## config.mk

```make
export PLATFORM = sky130hd
export DESIGN_NAME = mlaccel_memory_reader_flat
export DESIGN_NICKNAME = d
export VERILOG_FILES = /design/src/rtl/mlaccel_memory_reader_if.sv /design/src/rtl/mlaccel_memory_reader.sv /design/src/flat_wrapper.sv
export SDC_FILE = /design/constraint.sdc
export NUM_CORES = 1
export LEC_CHECK = 0
export CAP_MARGIN = 20
export CORE_MARGIN = 2
export CORE_UTILIZATION = 45
export DETAILED_ROUTE_END_ITERATION = 7
export GPL_TIMING_DRIVEN = 0
export PLACE_DENSITY = 0.77
export REMOVE_ABC_BUFFERS = 1
export SLEW_MARGIN = 0
export SYNTH_ARGS = -nofsm -noshare
export SYNTH_HDL_FRONTEND = slang
export SYNTH_SLANG_ARGS = --single-unit
```

## constraint.sdc

```tcl
create_clock -name clock -period 8.35 [get_ports clock]
set_input_delay 1.67 -clock clock [delete_from_list [all_inputs] [get_ports clock]]
set_output_delay 1.67 -clock clock [all_outputs]
set_load 0.02 [all_outputs]
```

## src/rtl/mlaccel_memory_reader_if.sv

```systemverilog
// Bus bundle for the memory reader: command channel, memory port and output stream.
// The master view belongs to the reader; the slave view belongs to its environment.
interface mlaccel_memory_reader_if;
   logic        cmd_valid;
   logic        cmd_ready;
   logic [15:0] cmd_addr;
   logic [15:0] cmd_stride;
   logic [15:0] cmd_count;
   logic [15:0] mem_addr;
   logic [7:0]  mem_wen;
   logic [63:0] mem_wdata;
   logic [63:0] mem_rdata;
   logic        out_valid;
   logic        out_ready;
   logic [63:0] out_data;
   logic        out_last;

   modport master (
      input  cmd_valid, cmd_addr, cmd_stride, cmd_count,
      output cmd_ready,
      output mem_addr, mem_wen, mem_wdata,
      input  mem_rdata,
      output out_valid, out_data, out_last,
      input  out_ready
   );

   modport slave (
      output cmd_valid, cmd_addr, cmd_stride, cmd_count,
      input  cmd_ready,
      input  mem_addr, mem_wen, mem_wdata,
      output mem_rdata,
      input  out_valid, out_data, out_last,
      output out_ready
   );
endinterface

```

## src/rtl/mlaccel_memory_reader.sv

```systemverilog
// Strided burst reader for the 64-bit memory port; returned words are streamed
// through a small FIFO whose free space is reserved before each read is issued.
module mlaccel_memory_reader #(
   parameter int FIFO_DEPTH = 2
) (
   input  logic                    clock,
   input  logic                    reset,
   mlaccel_memory_reader_if.master bus,
   output logic                    busy,
   output logic                    done
);
   localparam int PW = (FIFO_DEPTH > 1) ? $clog2(FIFO_DEPTH) : 1;
   localparam int CW = $clog2(FIFO_DEPTH + 1);
   localparam int OW = CW + 1;

   typedef enum logic [1:0] {IDLE, ISSUE, DRAIN, DONE} state_t;
   state_t state, next_state;

   logic [15:0]   cur_addr;
   logic [15:0]   stride;
   logic [15:0]   remaining;
   logic [15:0]   addr_hold;
   logic          rd_pending;
   logic          pending_last;
   logic [63:0]   fifo_data [FIFO_DEPTH];
   logic          fifo_last [FIFO_DEPTH];
   logic [PW-1:0] wr_ptr;
   logic [PW-1:0] rd_ptr;
   logic [CW-1:0] fifo_count;
   logic [OW-1:0] occupancy;
   logic          cmd_fire;
   logic          pop;
   logic          push;
   logic          credit_ok;
   logic          issue;

   function automatic logic [PW-1:0] ptr_inc(input logic [PW-1:0] p);
      return (p == PW'(FIFO_DEPTH - 1)) ? '0 : p + PW'(1);
   endfunction

   assign cmd_fire = bus.cmd_valid & bus.cmd_ready;
   assign pop      = bus.out_valid & bus.out_ready;
   assign push     = rd_pending;

   // Memory data cannot be stalled, so a read may only go out if its word is
   // guaranteed a slot: count what is stored plus what is in flight, less this pop.
   assign occupancy = OW'(fifo_count) + OW'(rd_pending) - OW'(pop);
   assign credit_ok = occupancy < OW'(FIFO_DEPTH);

   always_ff @(posedge clock) begin
      if (reset) begin
         state <= IDLE;
      end else begin
         state <= next_state;
      end
   end

   always_comb begin
      next_state = state;
      case (state)
         IDLE: begin
            if (cmd_fire) begin
               next_state = (bus.cmd_count != 16'd0) ? ISSUE : DONE;
            end
         end
         ISSUE: begin
            if (issue && (remaining == 16'd1)) begin
               next_state = DRAIN;
            end
         end
         DRAIN: begin
            if (!rd_pending && ((fifo_count == CW'(0)) ||
                                ((fifo_count == CW'(1)) && pop))) begin
               next_state = DONE;
            end
         end
         DONE: begin
            next_state = IDLE;
         end
         default: begin
            next_state = IDLE;
         end
      endcase
   end

   always_comb begin
      bus.cmd_ready = (state == IDLE);
      busy          = (state != IDLE);
      done          = (state == DONE);
      issue         = (state == ISSUE) && (remaining != 16'd0) && credit_ok;
      bus.mem_addr  = issue ? cur_addr : addr_hold;
   end

   assign bus.mem_wen   = '0;
   assign bus.mem_wdata = '0;

   always_ff @(posedge clock) begin
      if (reset) begin
         cur_addr     <= '0;
         stride       <= '0;
         remaining    <= '0;
         addr_hold    <= '0;
         rd_pending   <= 1'b0;
         pending_last <= 1'b0;
      end else begin
         if (cmd_fire) begin
            cur_addr  <= bus.cmd_addr;
            stride    <= bus.cmd_stride;
            remaining <= bus.cmd_count;
         end else if (issue) begin
            cur_addr  <= cur_addr + stride;
            remaining <= remaining - 16'd1;
            addr_hold <= cur_addr;
         end
         rd_pending   <= issue;
         pending_last <= issue && (remaining == 16'd1);
      end
   end

   always_ff @(posedge clock) begin
      if (reset) begin
         wr_ptr     <= '0;
         rd_ptr     <= '0;
         fifo_count <= '0;
      end else begin
         if (push) begin
            wr_ptr <= ptr_inc(wr_ptr);
         end
         if (pop) begin
            rd_ptr <= ptr_inc(rd_ptr);
         end
         case ({push, pop})
            2'b10:   fifo_count <= fifo_count + CW'(1);
            2'b01:   fifo_count <= fifo_count - CW'(1);
            default: fifo_count <= fifo_count;
         endcase
      end
   end

   always_ff @(posedge clock) begin
      if (push) begin
         fifo_data[wr_ptr] <= bus.mem_rdata;
         fifo_last[wr_ptr] <= pending_last;
      end
   end

   assign bus.out_valid = (fifo_count != CW'(0));
   assign bus.out_data  = fifo_data[rd_ptr];
   assign bus.out_last  = bus.out_valid & fifo_last[rd_ptr];
endmodule
```

## src/flat_wrapper.sv

```systemverilog
// flat-port wrapper written by rule: the top's interface ports become plain ports
module mlaccel_memory_reader_flat 
#(
   parameter int FIFO_DEPTH = 2
)
  (clock, reset, busy, done, bus_cmd_valid, bus_cmd_addr, bus_cmd_stride, bus_cmd_count, bus_cmd_ready, bus_mem_addr, bus_mem_wen, bus_mem_wdata, bus_mem_rdata, bus_out_valid, bus_out_data, bus_out_last, bus_out_ready);
  mlaccel_memory_reader_if bus_i ();
  input  logic clock;
  input  logic reset;
  output logic busy;
  output logic done;
  input wire logic [$bits(bus_i.cmd_valid)-1:0] bus_cmd_valid;
  input wire logic [$bits(bus_i.cmd_addr)-1:0] bus_cmd_addr;
  input wire logic [$bits(bus_i.cmd_stride)-1:0] bus_cmd_stride;
  input wire logic [$bits(bus_i.cmd_count)-1:0] bus_cmd_count;
  output wire logic [$bits(bus_i.cmd_ready)-1:0] bus_cmd_ready;
  output wire logic [$bits(bus_i.mem_addr)-1:0] bus_mem_addr;
  output wire logic [$bits(bus_i.mem_wen)-1:0] bus_mem_wen;
  output wire logic [$bits(bus_i.mem_wdata)-1:0] bus_mem_wdata;
  input wire logic [$bits(bus_i.mem_rdata)-1:0] bus_mem_rdata;
  output wire logic [$bits(bus_i.out_valid)-1:0] bus_out_valid;
  output wire logic [$bits(bus_i.out_data)-1:0] bus_out_data;
  output wire logic [$bits(bus_i.out_last)-1:0] bus_out_last;
  input wire logic [$bits(bus_i.out_ready)-1:0] bus_out_ready;
  assign bus_i.cmd_valid = bus_cmd_valid;
  assign bus_i.cmd_addr = bus_cmd_addr;
  assign bus_i.cmd_stride = bus_cmd_stride;
  assign bus_i.cmd_count = bus_cmd_count;
  assign bus_cmd_ready = bus_i.cmd_ready;
  assign bus_mem_addr = bus_i.mem_addr;
  assign bus_mem_wen = bus_i.mem_wen;
  assign bus_mem_wdata = bus_i.mem_wdata;
  assign bus_i.mem_rdata = bus_mem_rdata;
  assign bus_out_valid = bus_i.out_valid;
  assign bus_out_data = bus_i.out_data;
  assign bus_out_last = bus_i.out_last;
  assign bus_i.out_ready = bus_out_ready;
  mlaccel_memory_reader #(.FIFO_DEPTH(FIFO_DEPTH)) u_core (.clock(clock), .reset(reset), .bus(bus_i), .busy(busy), .done(done));
endmodule
```

# [After elaboration in Yosys (flattened, before gate mapping)]
# Memory sizes are Yosys's and may differ from the RTL's. A register that Yosys moved wholly into a read port is not among the register bits.
# Index checks and enable logic that the tools add are counted.
[totals] reg_bits=72 ramBits=130 output_inout_bits=157 word_cells=69 mem_count=2
[mem_list] name="u_core.fifo_data" words=2 width=64 read_ports=1 rd_clocked_by_memory_dff=1 wr=1 line="mlaccel_memory_reader.sv:25" rtl="logic [63:0] fifo_data [FIFO_DEPTH];"
[mem_list] name="u_core.fifo_last" words=2 width=1 read_ports=1 rd_clocked_by_memory_dff=1 wr=1 line="mlaccel_memory_reader.sv:26" rtl="logic fifo_last [FIFO_DEPTH];"
[classes] order_cmp=1 n_eq_ne=10 bitwise_logic=3 add_sub_neg=8 reduce_logical=16 muxes=19
[op_table] op="16-bit two-way mux" count=5
[op_table] op="16-bit nonzero test" count=2
[op_table] op="16-bit adder" count=1
[op_table] op="16-bit by 1-bit equality test with 1-bit output (second input constant)" count=1
[op_table] op="16-bit by 1-bit subtractor with 16-bit output (second input constant)" count=1
[op_table] op="1-bit two-way mux" count=8
[op_table] op="2-bit two-way mux" count=4
[op_table] op="2-bit case mux with 4 select lines" count=1
[op_table] op="2-bit nonzero test" count=4
[op_table] op="2-bit by 1-bit equality test with 1-bit output (second input constant)" count=3
[op_table] op="2-bit equality test (second input constant)" count=3
[op_table] op="1-bit logical AND" count=5
[op_table] op="2-bit logical NOT" count=2
[op_table] op="2-bit by 1-bit inequality test with 1-bit output (second input constant)" count=2
[op_table] op="2-bit case mux with 2 select lines" count=1
[op_table] op="2-bit by 1-bit adder with 3-bit output" count=1
[op_table] op="1-bit bitwise AND" count=3
[op_table] op="3-bit by 2-bit less-than comparator with 1-bit output (second input constant)" count=1
[op_table] op="3-bit AND reduction" count=1
[op_table] op="3-bit by 1-bit subtractor with 3-bit output" count=1
[op_table] op="1-bit adder (second input constant)" count=2
[op_table] op="2-bit by 1-bit adder with 2-bit output (second input constant)" count=1
[op_table] op="2-bit inequality test (second input constant)" count=1
[op_table] op="2-bit by 1-bit subtractor with 2-bit output (second input constant)" count=1
[op_table] op="2 further kinds" count=2

# [Longest topological paths before layout]
# Gate-level depths: netlist of the first run.
[logic_depth] depth_word=8 mapped_depth=14

# [Worst setup path before layout of the first run]
# Ideal clock, no wire load.
[synth_timing] path_type="input to output" start="input bus_out_ready" end="output bus_mem_addr[0]" required_ps=6680 cell_stages=12 arrival_ps=4096 setup_slack_ps=2584 path_cell_list="nand2b_1 -> clkbuf_1 -> xnor2_1 -> nand2_1 -> fa_1 -> xnor2_1 -> nand3_1 -> a31oi_1 -> clkbuf_1 -> clkbuf_1 -> nand2_1 -> nand2_1"
[synth_via] elab_chain_len=5
[synth_lines] item="start: declaration" line="flat_wrapper.sv:24" rtl="input wire logic [$bits(bus_i.out_ready)-1:0] bus_out_ready;"
[synth_lines] item="1-bit bitwise AND" line="mlaccel_memory_reader.sv:42" rtl="assign pop = bus.out_valid & bus.out_ready;"
[synth_lines] item="3-bit by 1-bit subtractor with 3-bit output" line="mlaccel_memory_reader.sv:47" rtl="assign occupancy = OW'(fifo_count) + OW'(rd_pending) - OW'(pop);"
[synth_lines] item="3-bit by 2-bit less-than comparator with 1-bit output" line="mlaccel_memory_reader.sv:48" rtl="assign credit_ok = occupancy < OW'(FIFO_DEPTH);"
[synth_lines] item="1-bit logical AND" line="mlaccel_memory_reader.sv:90" rtl="issue = (state == ISSUE) && (remaining != 16'd0) && credit_ok;"
[synth_lines] item="16-bit two-way mux"
[synth_lines] item="end: declaration" line="flat_wrapper.sv:17" rtl="output wire logic [$bits(bus_i.mem_addr)-1:0] bus_mem_addr;"
# Every way passes these cells.

# [Worst setup path after layout of the first run]
# Ends and elaborated chain as after synthesis.

==> results.cfg, run 1 <==
[floorplanning]
die_area_um2 = 21900
fp-row-count = 52
ios = 273
die-width_um = 148
die_h_um = 148
core-area_um2 = 20300
start_util = 0.459

[cells_and_area]
utilization = 0.599
layout_common_cells = 199 x clkdlybuf4s50_1, 143 x nand2_1, 130 x edfxtp_1
final_common_cell = clkdlybuf4s50_1
post_route_cells_drive_above_1_share = 0.112
fin_nets = 1159
final_area_um2 = 12200
antenna_cells = 0
area_growth_pct = 30.6

[detailed_routing]
routed_wl_um = 21000
avgViaCountPerCell = 4.98
dr.pass1.iters = 5
wire_per_inst_um = 16.1
dr_wl_met2_um = 10100
drtIter0Drc = 446
post-route-drc-count = 0
ant_nets = 0
vias = 6488
wl_met1_um = 9010
wl_met3_um = 1750
highest_layer = met4

[flow_run]
cap_violations = 0

[clocking]
cts_resized = 0
tritoncts = yes
numCtsBuffers = 22
cts_hold_buf = 0
cts_setup_buffers = 0
insertion_delay_ps = 490
cts.path.max_buffers = 3
clk_pin_slew_ps = 60
clkSinkCount = 203
htreeDepth = 1
ctsRootBufferMaster = clkbuf_16

[power]
pwr-share-comb = 0.373
power_density_nw_per_um2 = 313
p_sw_uw = 1280
p_clk_frac = 0.263
p_seq_frac = 0.364
p_sw_frac = 0.337
p_leak_uw = 0.00446
internal-power_uw = 2520
vdd_ir_drop_max_mv = 0.160

[grt]
grt_pass1_vias = 6217
overflow = 0
antenna_found_initial = 0
grt_max_degree = 66
grtUsageTotal = 0.183
grt_pass1_wl_um = 32100

[worst_setup_path]
crit_arrival_ps = 4810
cp_num_buf_inv = 3
path_cells = clkdlybuf4s50_1 -> nand2b_1 -> xnor2_1 -> nand2_1 -> fa_1 -> xnor2_1 -> nand3_1 -> a31oi_4 -> buf_12 -> nand2_1 -> nand2_1 -> clkdlybuf4s50_1
critical_path.top_delay_family = buffers and inverters
crit_fanout = 32
end_kind = output pin
worstSetupPathType = in -> out
start_kind = input port
slowest_delay_ps = 640
crit_top_cell = nand2_1
critPathSlowestCell = clkdlybuf4s50_1
worstPathRequired_ps = 6680

[synth]
syn_area_um2 = 9310
ys.flop_type = edfxtp_1
synth_edf_count = 130
netlist_instances = 825
synthArstFlopShare = 0
ys_ff_latch = 203
ys_seq_area_frac = 0.576
yosys.cell_types.count = 50
avgSynthCellArea_um2 = 11.3
yosysWarnings = 0

[placed_design]
port_buffers = 200
place_area_um2 = 11400
place_congestion = 0.844
place_hpwl_um = 14700

[timing]
relSlewSlack = 0.356
fin_skew_ps = 7.56
setup_violations = 0
worst-slew-pin-transition_ps = 965
tns_ps = 0
final.min_clock_period_ps = 6480
clock.fmax_mhz = 154
hold_violations = 0
finalCritPeriodShare = 0.776
finalMaxSlewViolations = 0
rsz0062_at_grt = no

[outcome]
status = finished, final reports clean

[hold_path]
hold_path.class = reg -> reg
power groups by stage:
stage               Clock [uW]  Combinational, uW  Sequential [uW]
finish                    1000               1420             1390
global route              1070               1530             1410
CTS                       1030               1430             1390
detailed placement           0               1420             1410
global placement             0               1350             1410
floorplan                    0                848             1370
synth_stat cells (9+ instances only):
cell type / n / share of area
a21oi_1: 67 / 0.036
xor2_1: 9 / 0.0085
nand2_1: 144 / 0.058
nor2_1: 39 / 0.016
o21ai_0: 25 / 0.013
dfxtp_1: 73 / 0.16
mux2_2: 66 / 0.080
xnor2_1: 17 / 0.016
a211oi_1: 11 / 0.0089
nor4_1: 10 / 0.0067
edfxtp_1: 130 / 0.42
ha_1: 23 / 0.031
clkbuf_1: 30 / 0.012
buf_4: 72 / 0.058
inv_1: 15 / 0.0060
registers in the layout, summed over array words and instances, names as in the netlist, named ones only:
signal	count
u_core.remaining	16
u_core.stride	16
u_core.pending_last	1
u_core.addr_hold	16
u_core.state	2
u_core.wr_ptr	1
u_core.fifo_count	2
u_core.rd_ptr	1
u_core.fifo_last	2
u_core.cur_addr	16
u_core.fifo_data	128
u_core.push	1
path summary, 6_finish.rpt:
check,endpoint,cells past startpoint,startpoint,slack [ps]
hold / removal,u_core.addr_hold[4],2,u_core.addr_hold[4],450
hold reg to reg,u_core.addr_hold[4],2,u_core.addr_hold[4],450
setup reg to reg,u_core.cur_addr[15],13,u_core.fifo_count[1],4240
setup / recovery,bus_mem_addr[0],12,bus_out_ready,1870
layer usage:
metal | track usage | vias to the layer above
li1 | - | 3169
met1 | 0.245 | 3046
met2 | 0.315 | 250
met3 | 0.0355 | 23
met4 | 0.0338 | 0
met5 | 0 | -
cells by family (layout without fill, tap and decap cells):
logic type      count (synthesis)  in the layout  share of synthesized area
simple gates                  236            236                      0.111
compound gates                142            142                     0.0915
fa+ha+maj                      25             25                     0.0352
xor+xnor                       26             26                     0.0245
other cells                     1             72                   0.000403
mux                            68             68                     0.0820
buf+inv                       124            262                     0.0794
flops                         203            203                      0.576
stage by stage:
stage | total power [uW] | instances | worst slack, ps | hold WS, ps
final | 3800 | 1304 | 1870 | 455
after global routing | 4010 | 1304 | 1560 | 479
after CTS | 3840 | 1304 | 1860 | 456
after detailed placement | 2820 | 1264 | 1900 | 444
after global placement | 2760 | 1257 | 32.4 | 429
after floorplan | 2220 | 787 | 2220 | 404
area by class of cell:
class	count	area (um2)
clock inverter	11	155
inverter	15	56.3
fill	1675	8140
sequential	203	5370
tap	270	338
multi-input combinational	569	3520
timing repair buffer	207	2130
clock buffer	29	598
worst reg2reg max path: cells and delay by family (launching register included):
kind | cells | cell delay (ps)
xor gates and xnor gates | 2 | 430
DFF | 1 | 420
buffers and inverters | 2 | 280
adders and majority gates | 2 | 630
AOI/OAI and AO/OA | 3 | 850
and+or+nand+nor | 4 | 1390
(Power assumes the default switching activity.)
==> run 2, diff against run 1 <==
CORE_UTILIZATION = 43   (was 45)
clock period = 5.9 ns   (was 8.35 ns; I/O delays follow)
==> run 2 against run 1 <==
Worst hold slack got worse by 18 ps. Non-clock buffer count rose by 3. Critical path depth decreased by 1. Power up 44%. Flip-flop and latch count unchanged. Routed wire length increased by 2.7%. Register-to-register slack lost 2600 ps. Via count increased by 1.4%. Global-route usage shrank 0.34 points. Clock skew is 1.5 ps lower.
==> results.cfg, run 2 (same netlist as run 1, synthesis figures left out) <==
[grt]
overflow = 0
antenna_found_initial = 4
grtUsageTotal = 0.180
grt_pass1_wl_um = 32600
grt_max_degree = 66
grt_pass1_vias = 6430

[worst_setup_path]
worstSetupPathType = in -> out
rrSetupSlack_ps = 1650
start_kind = input port
critical_path.top_delay_family = buffers and inverters
slowest_delay_ps = 630
crit_arrival_ps = 4420
cp_num_buf_inv = 3
critical_path.startpoint = bus_out_ready
crit_fanout = 25
worstPathRequired_ps = 4720
r2r_start = u_core.fifo_count[1]
path_cells = clkdlybuf4s50_1 -> nand2b_1 -> xnor2_1 -> nand2_1 -> fa_1 -> xnor2_1 -> nand3_1 -> o21bai_4 -> buf_16 -> o21ai_0 -> clkdlybuf4s50_1
end_kind = output pin
critPathSlowestCell = clkdlybuf4s50_1

[cells_and_area]
instances_no_fill = 1314
final_common_cell = clkdlybuf4s50_1
largest_reg_flops = 128
fin_nets = 1163
layout_common_cells = 199 x clkdlybuf4s50_1, 143 x nand2_1, 130 x edfxtp_1
regMostFlops = u_core.fifo_data
final_area_um2 = 12300
area_growth_pct = 31.8
post_route_cells_drive_above_1_share = 0.118

[clocking]
insertion_delay_ps = 490
cts_hold_buf = 0
clkSinkCount = 203
cts.path.max_buffers = 3
ctsRootBufferMaster = clkbuf_16
cts_setup_buffers = 0
htreeDepth = 1
cts_resized = 0
tritoncts = yes
numCtsBuffers = 23
clk_pin_slew_ps = 60

[hold_path]
hp-start = u_core.pending_last
hold_path.class = reg -> reg

[timing]
finalCritPeriodShare = 0.949
clock.fmax_mhz = 179
setup_violations = 0
fin_skew_ps = 6.07
rsz0062_at_grt = no
finalMaxSlewViolations = 0
final.min_clock_period_ps = 5600
worst-slew-pin-transition_ps = 951
hold_violations = 0
relSlewSlack = 0.365
tns_ps = 0
finalWorstSetupSlack_ps = 302

[flow_run]
cap_violations = 0

[detailed_routing]
post-route-drc-count = 0
vias = 6581
drtIter0Drc = 314
dr.pass1.iters = 5
wire_per_inst_um = 16.5
avgViaCountPerCell = 5.01
routed_wl_um = 21600
ant_nets = 0

[placed_design]
place_area_um2 = 11500
place_inst = 1270
port_buffers = 200
place_congestion = 0.801
place_hpwl_um = 15100
dp_slack_ps = 104

[floorplanning]
fp-row-count = 53
core-area_um2 = 21200
die_area_um2 = 22900
die-width_um = 151
ios = 273
die_h_um = 151
start_util = 0.440

[power]
p_leak_uw = 0.00450
power.total_uw = 5470
power_density_nw_per_um2 = 446
vdd_ir_drop_max_mv = 0.227

[outcome]
status = finished, final reports clean
==> run 2: routing by layer <==
metal / routed length, um / GRT usage / vias to the layer above
met4: 402 / 0.0472 / 6
met1: 8620 / 0.221 / 3070
li1: - / - / 3182
met3: 2260 / 0.0542 / 42
met2: 10300 / 0.309 / 281
met5: 34 / 0 / -
==> run 2: worst register-to-register path, stage by stage (launching register included) <==
cell and delay (ps):
dfxtp_1 400, inv_1 100, ha_1 240, nand2b_1 280, xnor2_1 270, nand2_1 110, fa_1 390, xnor2_1 140
nand3_1 250, o21bai_4 380, buf_16 230, nor2_2 760, o311ai_0 290, o31a_1 300
==> run 2: power breakdown <==
| part | internal, uW | switching, uW | total, uW |
|---|---|---|---|
| clock network | 886 | 536 | 1420 |
| logic | 971 | 1110 | 2090 |
| registers | 1770 | 198 | 1960 |
| total | 3620 | 1850 | 5470 |
==> run 2: per-stage QoR <==
step	util	hold WS (ps)
final	0.580	436
after global routing	0.580	457
after CTS	0.578	438
after floorplan	-	404
after global placement	0.531	412
after detailed placement	0.542	424
==> run 2: worst paths after layout <==
path                                       endpoint  cells after the start
worst max-delay path                bus_mem_addr[1]                     11
worst max register to register  u_core.cur_addr[15]                     13
worst min-delay path            u_core.fifo_last[0]                      0
worst min register to register  u_core.fifo_last[0]                      0
==> run 2: area by class of cell <==
class | instances | area, um2
fill | 1721 | 8880
antenna | 1 | 2.50
timing repair buffer | 210 | 2230
tap | 275 | 344
multi-input combinational | 569 | 3520
clock buffer | 27 | 591
sequential | 203 | 5370
inverter | 15 | 56.3
clock inverter | 14 | 166
==> run 3, diff against run 2 <==
CTS_CLUSTER_SIZE = 12   (was not set)
GPL_TIMING_DRIVEN = not set   (was 0)
==> run 3 against run 2 <==
First-iteration DRC count decreased by 0.32%. Sequential power about the same. Global-route usage down 0.42 points. Maximum frequency grew 2.2%.
==> results.cfg, run 3 (same netlist as run 1, synthesis figures left out) <==
[detailed_routing]
ant_nets = 0
post-route-drc-count = 0
drtIter0Drc = 313
routed_wl_um = 21600
dr.pass1.iters = 4
wire_per_inst_um = 16.5
vias = 6504
avgViaCountPerCell = 4.95

[placed_design]
port_buffers = 200
place_hpwl_um = 14800
place_congestion = 0.810

[clocking]
cts_setup_buffers = 0
cts.path.max_buffers = 3
cts_resized = 0
htreeDepth = 1
clk_pin_slew_ps = 60
tritoncts = yes
numCtsBuffers = 23
ctsRootBufferMaster = clkbuf_16
insertion_delay_ps = 500
cts_hold_buf = 0
clkSinkCount = 203

[outcome]
status = finished, final reports clean

[cells_and_area]
fin_nets = 1165
layout_common_cells = 199 x clkdlybuf4s50_1, 143 x nand2_1, 130 x edfxtp_1
final_common_cell = clkdlybuf4s50_1
largest_reg_flops = 128
regMostFlops = u_core.fifo_data
antenna_cells = 0
post_route_cells_drive_above_1_share = 0.117
utilization = 0.569
area_growth_pct = 29.3

[timing]
tns_ps = 0
fin_skew_ps = 10.1
relSlewSlack = 0.375
final.min_clock_period_ps = 5480
worst-slew-pin-transition_ps = 938
clock.fmax_mhz = 183
setup_violations = 0
finalMaxSlewViolations = 0
rsz0062_at_grt = no
hold_violations = 0
finalCritPeriodShare = 0.928

[power]
p_sw_frac = 0.346
p_seq_frac = 0.371
internal-power_uw = 3430
p_clk_frac = 0.248
power_density_nw_per_um2 = 435
vdd_ir_drop_max_mv = 0.267
p_leak_uw = 0.00442
p_sw_uw = 1810
pwr-share-comb = 0.381

[grt]
overflow = 0
grtUsageTotal = 0.176
grt_pass1_vias = 6227
antenna_found_initial = 1
grt_pass1_wl_um = 31700
grt_max_degree = 66

[worst_setup_path]
crit_arrival_ps = 4300
crit_fanout = 16
worstPathRequired_ps = 4720
start_kind = input port
end_kind = output pin
worstSetupPathType = in -> out

[floorplanning]
die_h_um = 151
fp-row-count = 53
ios = 273
die-width_um = 151
core-area_um2 = 21200
start_util = 0.440
die_area_um2 = 22900

[flow_run]
cap_violations = 0

[hold_path]
hold_path.class = reg -> reg
[run 3: cell types whose count changed in the layout (fill, tap and decap cells not counted), moves of 3 or more]
cell,delta
buf_12,-5
buf_16,-4
buf_4,+11
bufinv_16,-3
clkbuf_1,+4
clkinv_1,-4
[run 3: metal layers]
metal / GRT usage / vias to the layer above / share of wire
met5: 0 / - / 0.00055
met4: 0.0458 / 2 / 0.019
met3: 0.0614 / 31 / 0.096
met2: 0.300 / 212 / 0.47
met1: 0.212 / 3079 / 0.41
li1: - / 3180 / -
[run 3: worst paths after layout]
check | start | to | slack (ps) | depth (start not counted)
hold / removal | u_core.pending_last | u_core.fifo_last[0] | 430 | 0
setup reg to reg | u_core.fifo_count[1] | u_core.addr_hold[15] | 2150 | 14
setup / recovery | bus_out_ready | bus_mem_addr[9] | 420 | 12
hold reg to reg | u_core.pending_last | u_core.fifo_last[0] | 430 | 0
[run 3: critical path, cell delays in order]
cell	delay, ps
clkdlybuf4s50_1	480
nand2b_1	170
xnor2_1	270
nand2_1	100
fa_1	390
xnor2_1	150
nand3_1	200
o21bai_2	440
buf_12	250
nand2_1	70
nand2_1	60
clkdlybuf4s50_1	530
[run 3: final cells by class]
class | instances | area [um2]
Fill cell | 1800 | 9110
Sequential cell | 203 | 5370
Multi-Input combinational cell | 569 | 3500
Timing Repair Buffer | 212 | 2100
Clock buffer | 31 | 606
Tap cell | 275 | 344
Clock inverter | 8 | 72.6
Inverter | 15 | 56.3
[run 3: per-stage QoR]
stage	setup slack, ps	instance area, um2	cells	total power [uW]	hold slack, ps
after floorplan	754	8900	787	3140	404
after global placement	496	11400	1274	3940	407
after detailed placement	409	11400	1274	3970	416
after CTS	393	12000	1313	5290	430
after global routing	176	12000	1313	5530	432
final	422	12000	1313	5240	431
[run 3: power groups by stage]
| stage | clock network, uW | logic (uW) | registers [uW] |
|---|---|---|---|
| 6_report | 1300 | 2000 | 1940 |
| 5_1_grt | 1400 | 2160 | 1970 |
| 4_1_cts | 1340 | 2010 | 1940 |
| 3_5_place_dp | 0 | 2000 | 1970 |
| 3_3_place_gp | 0 | 1970 | 1960 |
| 2_1_floorplan | 0 | 1200 | 1940 |
